--- src/rtl/apb_stream_master.sv ---
// apb_stream_master: bridges a valid/ready request stream onto an APB master
// port and returns each APB completion (or timeout abort) as a response
// stream. Requests are buffered in a small FIFO; one transfer is in flight
// at a time and responses come back strictly in request order.
module apb_stream_master #(
    parameter type         apb_req_t      = logic [63:0],
    parameter type         apb_resp_t     = logic [31:0],
    parameter int unsigned TIMEOUT_CYCLES = 256,
    parameter int unsigned FIFO_DEPTH     = 2
) (
    input  logic                          clk,
    input  logic                          rst_n,
    input  logic                          i_req_valid,
    output logic                          o_req_ready,
    input  logic [$bits(apb_req_t)-1:0]   i_req,
    output logic [$bits(apb_req_t)-1:0]   o_apb_m_req,
    output logic                          o_apb_m_psel,
    output logic                          o_apb_m_penable,
    input  logic                          i_apb_m_pready,
    input  logic [$bits(apb_resp_t)-1:0]  i_apb_m_resp,
    output logic                          o_rsp_valid,
    input  logic                          i_rsp_ready,
    output logic [$bits(apb_resp_t)-1:0]  o_rsp,
    output logic                          o_rsp_timeout
);

    localparam int unsigned REQ_W = $bits(apb_req_t);
    localparam int unsigned RSP_W = $bits(apb_resp_t);
    localparam int unsigned PW    = $clog2(FIFO_DEPTH);
    localparam int unsigned CW    = PW + 1;

    localparam logic [CW-1:0] FIFO_FULL = CW'(FIFO_DEPTH);
    localparam logic [15:0]   TO_LAST   = 16'(TIMEOUT_CYCLES - 1);

    typedef enum logic [1:0] {
        IDLE,
        SETUP,
        ACCESS,
        RESP
    } state_t;

    state_t state_q, state_d;

    logic [REQ_W-1:0] mem [FIFO_DEPTH];
    logic [PW-1:0]    wr_ptr_q, rd_ptr_q;
    logic [CW-1:0]    count_q;
    logic             fifo_empty, fifo_full;
    logic             push, pop;

    logic [REQ_W-1:0] hold_q;
    logic [RSP_W-1:0] rsp_q;
    logic             timeout_q;
    logic [15:0]      acc_cnt_q;
    logic             timeout_hit;

    assign fifo_empty  = (count_q == '0);
    assign fifo_full   = (count_q == FIFO_FULL);
    // Ready comes from the registered count only, so a full FIFO can never
    // see a push and a pop in the same cycle.
    assign o_req_ready = !fifo_full;
    assign push        = i_req_valid && o_req_ready;

    assign timeout_hit = (state_q == ACCESS) && !i_apb_m_pready && (acc_cnt_q == TO_LAST);

    assign o_apb_m_req   = hold_q;
    assign o_rsp         = rsp_q;
    assign o_rsp_timeout = timeout_q;

    // State register.
    always_ff @(posedge clk or negedge rst_n) begin
        // NOTE: sequential state always uses non-blocking assignment so every
        // flop samples its pre-edge inputs regardless of block ordering.
        if (!rst_n) state_q <= IDLE;
        else        state_q <= state_d;
    end

    // Next-state, FIFO pop and APB/response strobes decoded from the state.
    always_comb begin
        // NOTE: every signal written here gets a default first, so no path
        // through the case leaves one unassigned and infers a latch.
        state_d         = state_q;
        pop             = 1'b0;
        o_apb_m_psel    = 1'b0;
        o_apb_m_penable = 1'b0;
        o_rsp_valid     = 1'b0;
        case (state_q)
            IDLE: begin
                if (!fifo_empty) begin
                    pop     = 1'b1;
                    state_d = SETUP;
                end
            end
            SETUP: begin
                o_apb_m_psel = 1'b1;
                state_d      = ACCESS;
            end
            ACCESS: begin
                o_apb_m_psel    = 1'b1;
                o_apb_m_penable = 1'b1;
                if (i_apb_m_pready || timeout_hit) state_d = RESP;
            end
            RESP: begin
                o_rsp_valid = 1'b1;
                if (i_rsp_ready) begin
                    if (!fifo_empty) begin
                        pop     = 1'b1;
                        state_d = SETUP;
                    end else begin
                        state_d = IDLE;
                    end
                end
            end
            default: state_d = IDLE;
        endcase
    end

    // FIFO storage: written on push only.
    always_ff @(posedge clk) begin
        // NOTE: the storage array has no reset; the count and pointers define
        // which entries are valid, so stale contents are never observed.
        if (push) mem[wr_ptr_q] <= i_req;
    end

    // FIFO pointers and occupancy.
    always_ff @(posedge clk or negedge rst_n) begin
        if (!rst_n) begin
            wr_ptr_q <= '0;
            rd_ptr_q <= '0;
            count_q  <= '0;
        end else begin
            if (push) wr_ptr_q <= wr_ptr_q + PW'(1);
            if (pop)  rd_ptr_q <= rd_ptr_q + PW'(1);
            case ({push, pop})
                2'b10:   count_q <= count_q + CW'(1);
                2'b01:   count_q <= count_q - CW'(1);
                default: count_q <= count_q;
            endcase
        end
    end

    // Holding register: the request presented on the APB bus.
    always_ff @(posedge clk or negedge rst_n) begin
        if (!rst_n)   hold_q <= '0;
        else if (pop) hold_q <= mem[rd_ptr_q];
    end

    // ACCESS-cycle counter: zero outside ACCESS, counts wait states inside.
    always_ff @(posedge clk or negedge rst_n) begin
        if (!rst_n)                  acc_cnt_q <= '0;
        else if (state_q != ACCESS)  acc_cnt_q <= '0;
        else if (!i_apb_m_pready)    acc_cnt_q <= acc_cnt_q + 16'd1;
    end

    // Response capture: slave data on completion, zero with flag on abort.
    always_ff @(posedge clk or negedge rst_n) begin
        if (!rst_n) begin
            rsp_q     <= '0;
            timeout_q <= 1'b0;
        end else if (state_q == ACCESS) begin
            if (i_apb_m_pready) begin
                rsp_q     <= i_apb_m_resp;
                timeout_q <= 1'b0;
            end else if (timeout_hit) begin
                rsp_q     <= '0;
                timeout_q <= 1'b1;
            end
        end
    end

endmodule

--- config.mk ---
export PLATFORM = sky130hd
export DESIGN_NAME = apb_stream_master
export DESIGN_NICKNAME = d
export VERILOG_FILES = /design/src/rtl/apb_stream_master.sv
export SDC_FILE = /design/constraint.sdc
export NUM_CORES = 1
export LEC_CHECK = 0
export BUFFER_PORTS_ARGS = -buffer_cell sky130_fd_sc_hd__buf_2
export CORE_MARGIN = 2
export CORE_UTILIZATION = 49
export CTS_CLUSTER_DIAMETER = 60
export CTS_CLUSTER_SIZE = 16
export DETAILED_ROUTE_END_ITERATION = 12
export GPL_ROUTABILITY_DRIVEN = 0
export PLACE_DENSITY = 0.8
export SETUP_SLACK_MARGIN = 0.05
export SKIP_CTS_REPAIR_TIMING = 1
export SLEW_MARGIN = 30
export SYNTH_ARGS = -nofsm -noshare
export SYNTH_HDL_FRONTEND = slang
export SYNTH_SLANG_ARGS = --single-unit
--- constraint.sdc ---
create_clock -name clk -period 3.6 [get_ports clk]
set_input_delay 0.54 -clock clk [delete_from_list [all_inputs] [get_ports clk]]
set_output_delay 0.54 -clock clk [all_outputs]
set_load 0.05 [all_outputs]
==> qor.csv <==
metric,value,unit
status,finished clean,
synth_area,9170,um^2
clk_path_buf_depth,3,
root_buffer,clkbuf_16,
design_area,11100,um^2
start_kind,flip-flop,
avgSynthCellArea,15.3,um^2
crit_fanout,21,
core_area,18500,um^2
maxCapViolations,0,
power_density,1000,nW/um^2
gr-total-overflow,0,
drt.antenna.violating_nets,0,
firstDrtPassIters,5,
ioPinCount,202,
fin_crit,2.26,ns
setup-tns-final,0,ns
die_area,19800,um^2
final_cell_mix,"buf_2 (200), edfxtp_1 (128), dfrtp_1 (118)",
fillers,1422,
vdd_ir_drop_max,0.000765,V
crit_cells,4,
tritoncts,yes,
nNetsFinal,905,
synthDistinctLibCells,40,
fp.dieW,141,um
yosysWarnings,0,
path_cells,"inv_1, ha_1, buf_4, buf_2",
r2r_cells,4,
rr_endpoint,o_rsp[14]$_DFFE_PN0P_,
antenna_found_initial,2,
crit_arrival,1.72,ns
endpoint_kind,output pin,
grt_max_degree,130,
vias,5484,
setup_ws,1.34,ns
slowest_stage,dfrtp_1,
multi_input_comb_area,2240,um^2
worst-slew-pin-transition,0.929,ns
wl_per_cell,16.7,um
required,3.06,ns
finalHoldViolCount,0,
power,0.0111,W
yosysSeqAreaShare,74.4,%
rows,50,
cpPeakStageDelay,0.41,ns
seq_area,6830,um^2
post-route-util,59.9,%
dpl.hpwl,11000,um
setup_viol_count_final,0,
track_usage,17.4,%
hold_class,in2async,
grt_setup_unrepaired,false,
route.detailed.drc,0,
r2r-start,acc_cnt_q[12]$_DFFE_PN0P_,
finalClockSkew,0.0288,ns
via_per_inst,5.23,
pre_cts_ws,1.57,ns
ys_ff_latch,247,
start_util,49.5,%
dpl_cell_area,10500,um^2
first_iter_violations,194,
critical-path-top-delay-family,buffers and inverters,
fmax,443,MHz
die_height,141,um
cts_num_sinks,247,
r2r_slack,1.58,ns
synth_edf_count,128,
fin_crit_sh,62.7,%
clk_pin_slew,0.07,ns
grt_pass1_wl,27800,um
path_buf_inv,3,
relSlewSlack,38.1,%
htree_num_levels,1,
layout_commonest_cell,buf_2,
drive_gt1_share,30.7,%
synthArstFlopShare,48.2,%
synth_nets,706,
port_buffers,201,
cts_buffers,20,
p_leak,4.76,nW
maxSlewViolCount,0,
grt_pass1_vias,5437,
clk_latency,0.52,ns
worstSetupPathType,reg2out,
yosys_most_used_dff,edfxtp_1,
synthCells,599,
routed_wirelength,17500,um
syn2layout_area_growth,20.9,%
==> worst register-to-register path: cells and delay by family (launching register included) <==
kind             cells  cell delay [ns]
flip-flops           1             0.41
AO/OA/AOI/OAI        2             0.54
AND/OR/NAND/NOR      2             0.95
==> power by group <==
part           internal (W)  total (W)  switching, W  leakage [nW]
Combinational       0.00126    0.00461       0.00335          1.86
Clock               0.00107    0.00205      0.000973         0.291
Sequential          0.00396    0.00447      0.000515          2.60
Total               0.00629     0.0111       0.00484          4.76
==> metrics by stage <==
stage,instances,hold WS [ns]
2_1_floorplan,599,0.244
3_5_place_dp,1010,0.476
4_1_cts,1045,0.118
6_report,1049,0.107
3_3_place_gp,1010,0.478
5_1_grt,1045,0.166
==> final cells by class <==
| type | count | share of cell area (%) |
|---|---|---|
| flip-flops and latches | 247 | 61.6 |
| multi-input cells | 318 | 20.2 |
| repair buffers | 208 | 9.91 |
| clock buffers | 29 | 4.91 |
| well taps | 234 | 2.64 |
| clock inverters | 6 | 0.564 |
| inverters | 3 | 0.102 |
| diodes | 4 | 0.0903 |
==> flip-flops by register name, indices dropped and copies added, names as in the netlist <==
register and count:
acc_cnt_q 16, count_q 2, mem 128, o_apb_m_req 64
o_rsp 32, o_rsp_timeout 1, rd_ptr_q 1, state_q 2
wr_ptr_q 1
==> kinds of logic after synthesis <==
group	share of synthesized area, %
fa+ha+maj	0.819
buf+inv	1.45
simple gates	6.75
compound gates	7.52
mux	7.26
xor+xnor	1.81
flops	74.4
==> cell usage after synthesis, types with 2 or more instances <==
cell | n | area (um^2)
dfrtp_1 | 119 | 2980
nand3_1 | 3 | 15.0
a22o_1 | 32 | 280
buf_2 | 4 | 20.0
nor3_1 | 2 | 10.0
inv_1 | 3 | 11.3
buf_1 | 6 | 22.5
nand4b_1 | 2 | 17.5
nand2b_1 | 3 | 18.8
xor2_1 | 7 | 61.3
edfxtp_1 | 128 | 3840
ha_1 | 6 | 75.1
nand2_1 | 4 | 15.0
nand4_1 | 5 | 31.3
xnor2_1 | 12 | 105
nor2b_1 | 3 | 18.8
clkbuf_1 | 21 | 78.8
nor2_1 | 69 | 259
and2_1 | 15 | 93.8
nor4_1 | 5 | 31.3
or3_1 | 2 | 12.5
a21oi_1 | 66 | 330
mux2i_1 | 65 | 651
==> per-layer routing <==
| metal | up-vias | share of wire, % | track usage [%] |
|---|---|---|---|
| met4 | 0 | 2.4 | 4.89 |
| met5 | - | 0 | 0 |
| met2 | 202 | 47 | 28.6 |
| met3 | 33 | 8.1 | 5.03 |
| met1 | 2644 | 43 | 22.9 |
| li1 | 2605 | - | - |
==> worst max-delay path by stage <==
stage,from,end,slack [ns]
after global placement,acc_cnt_q[0]$_DFFE_PN0P_,o_rsp[12]$_DFFE_PN0P_,1.47
after global routing,state_q[0]$_DFFE_PN0P_,o_apb_m_penable,1.24
after detailed placement,state_q[1]$_DFFE_PN0P_,o_apb_m_req[28]$_DFFE_PN0P_,1.57
after CTS,state_q[0]$_DFFE_PN0P_,o_apb_m_penable,1.31
final,state_q[0]$_DFFE_PN0P_,o_apb_m_penable,1.34
after floorplan,count_q[0]$_DFFE_PN0P_,mem[0][0]$_DFFE_PP_,0.42
(Power assumes the default switching activity.)
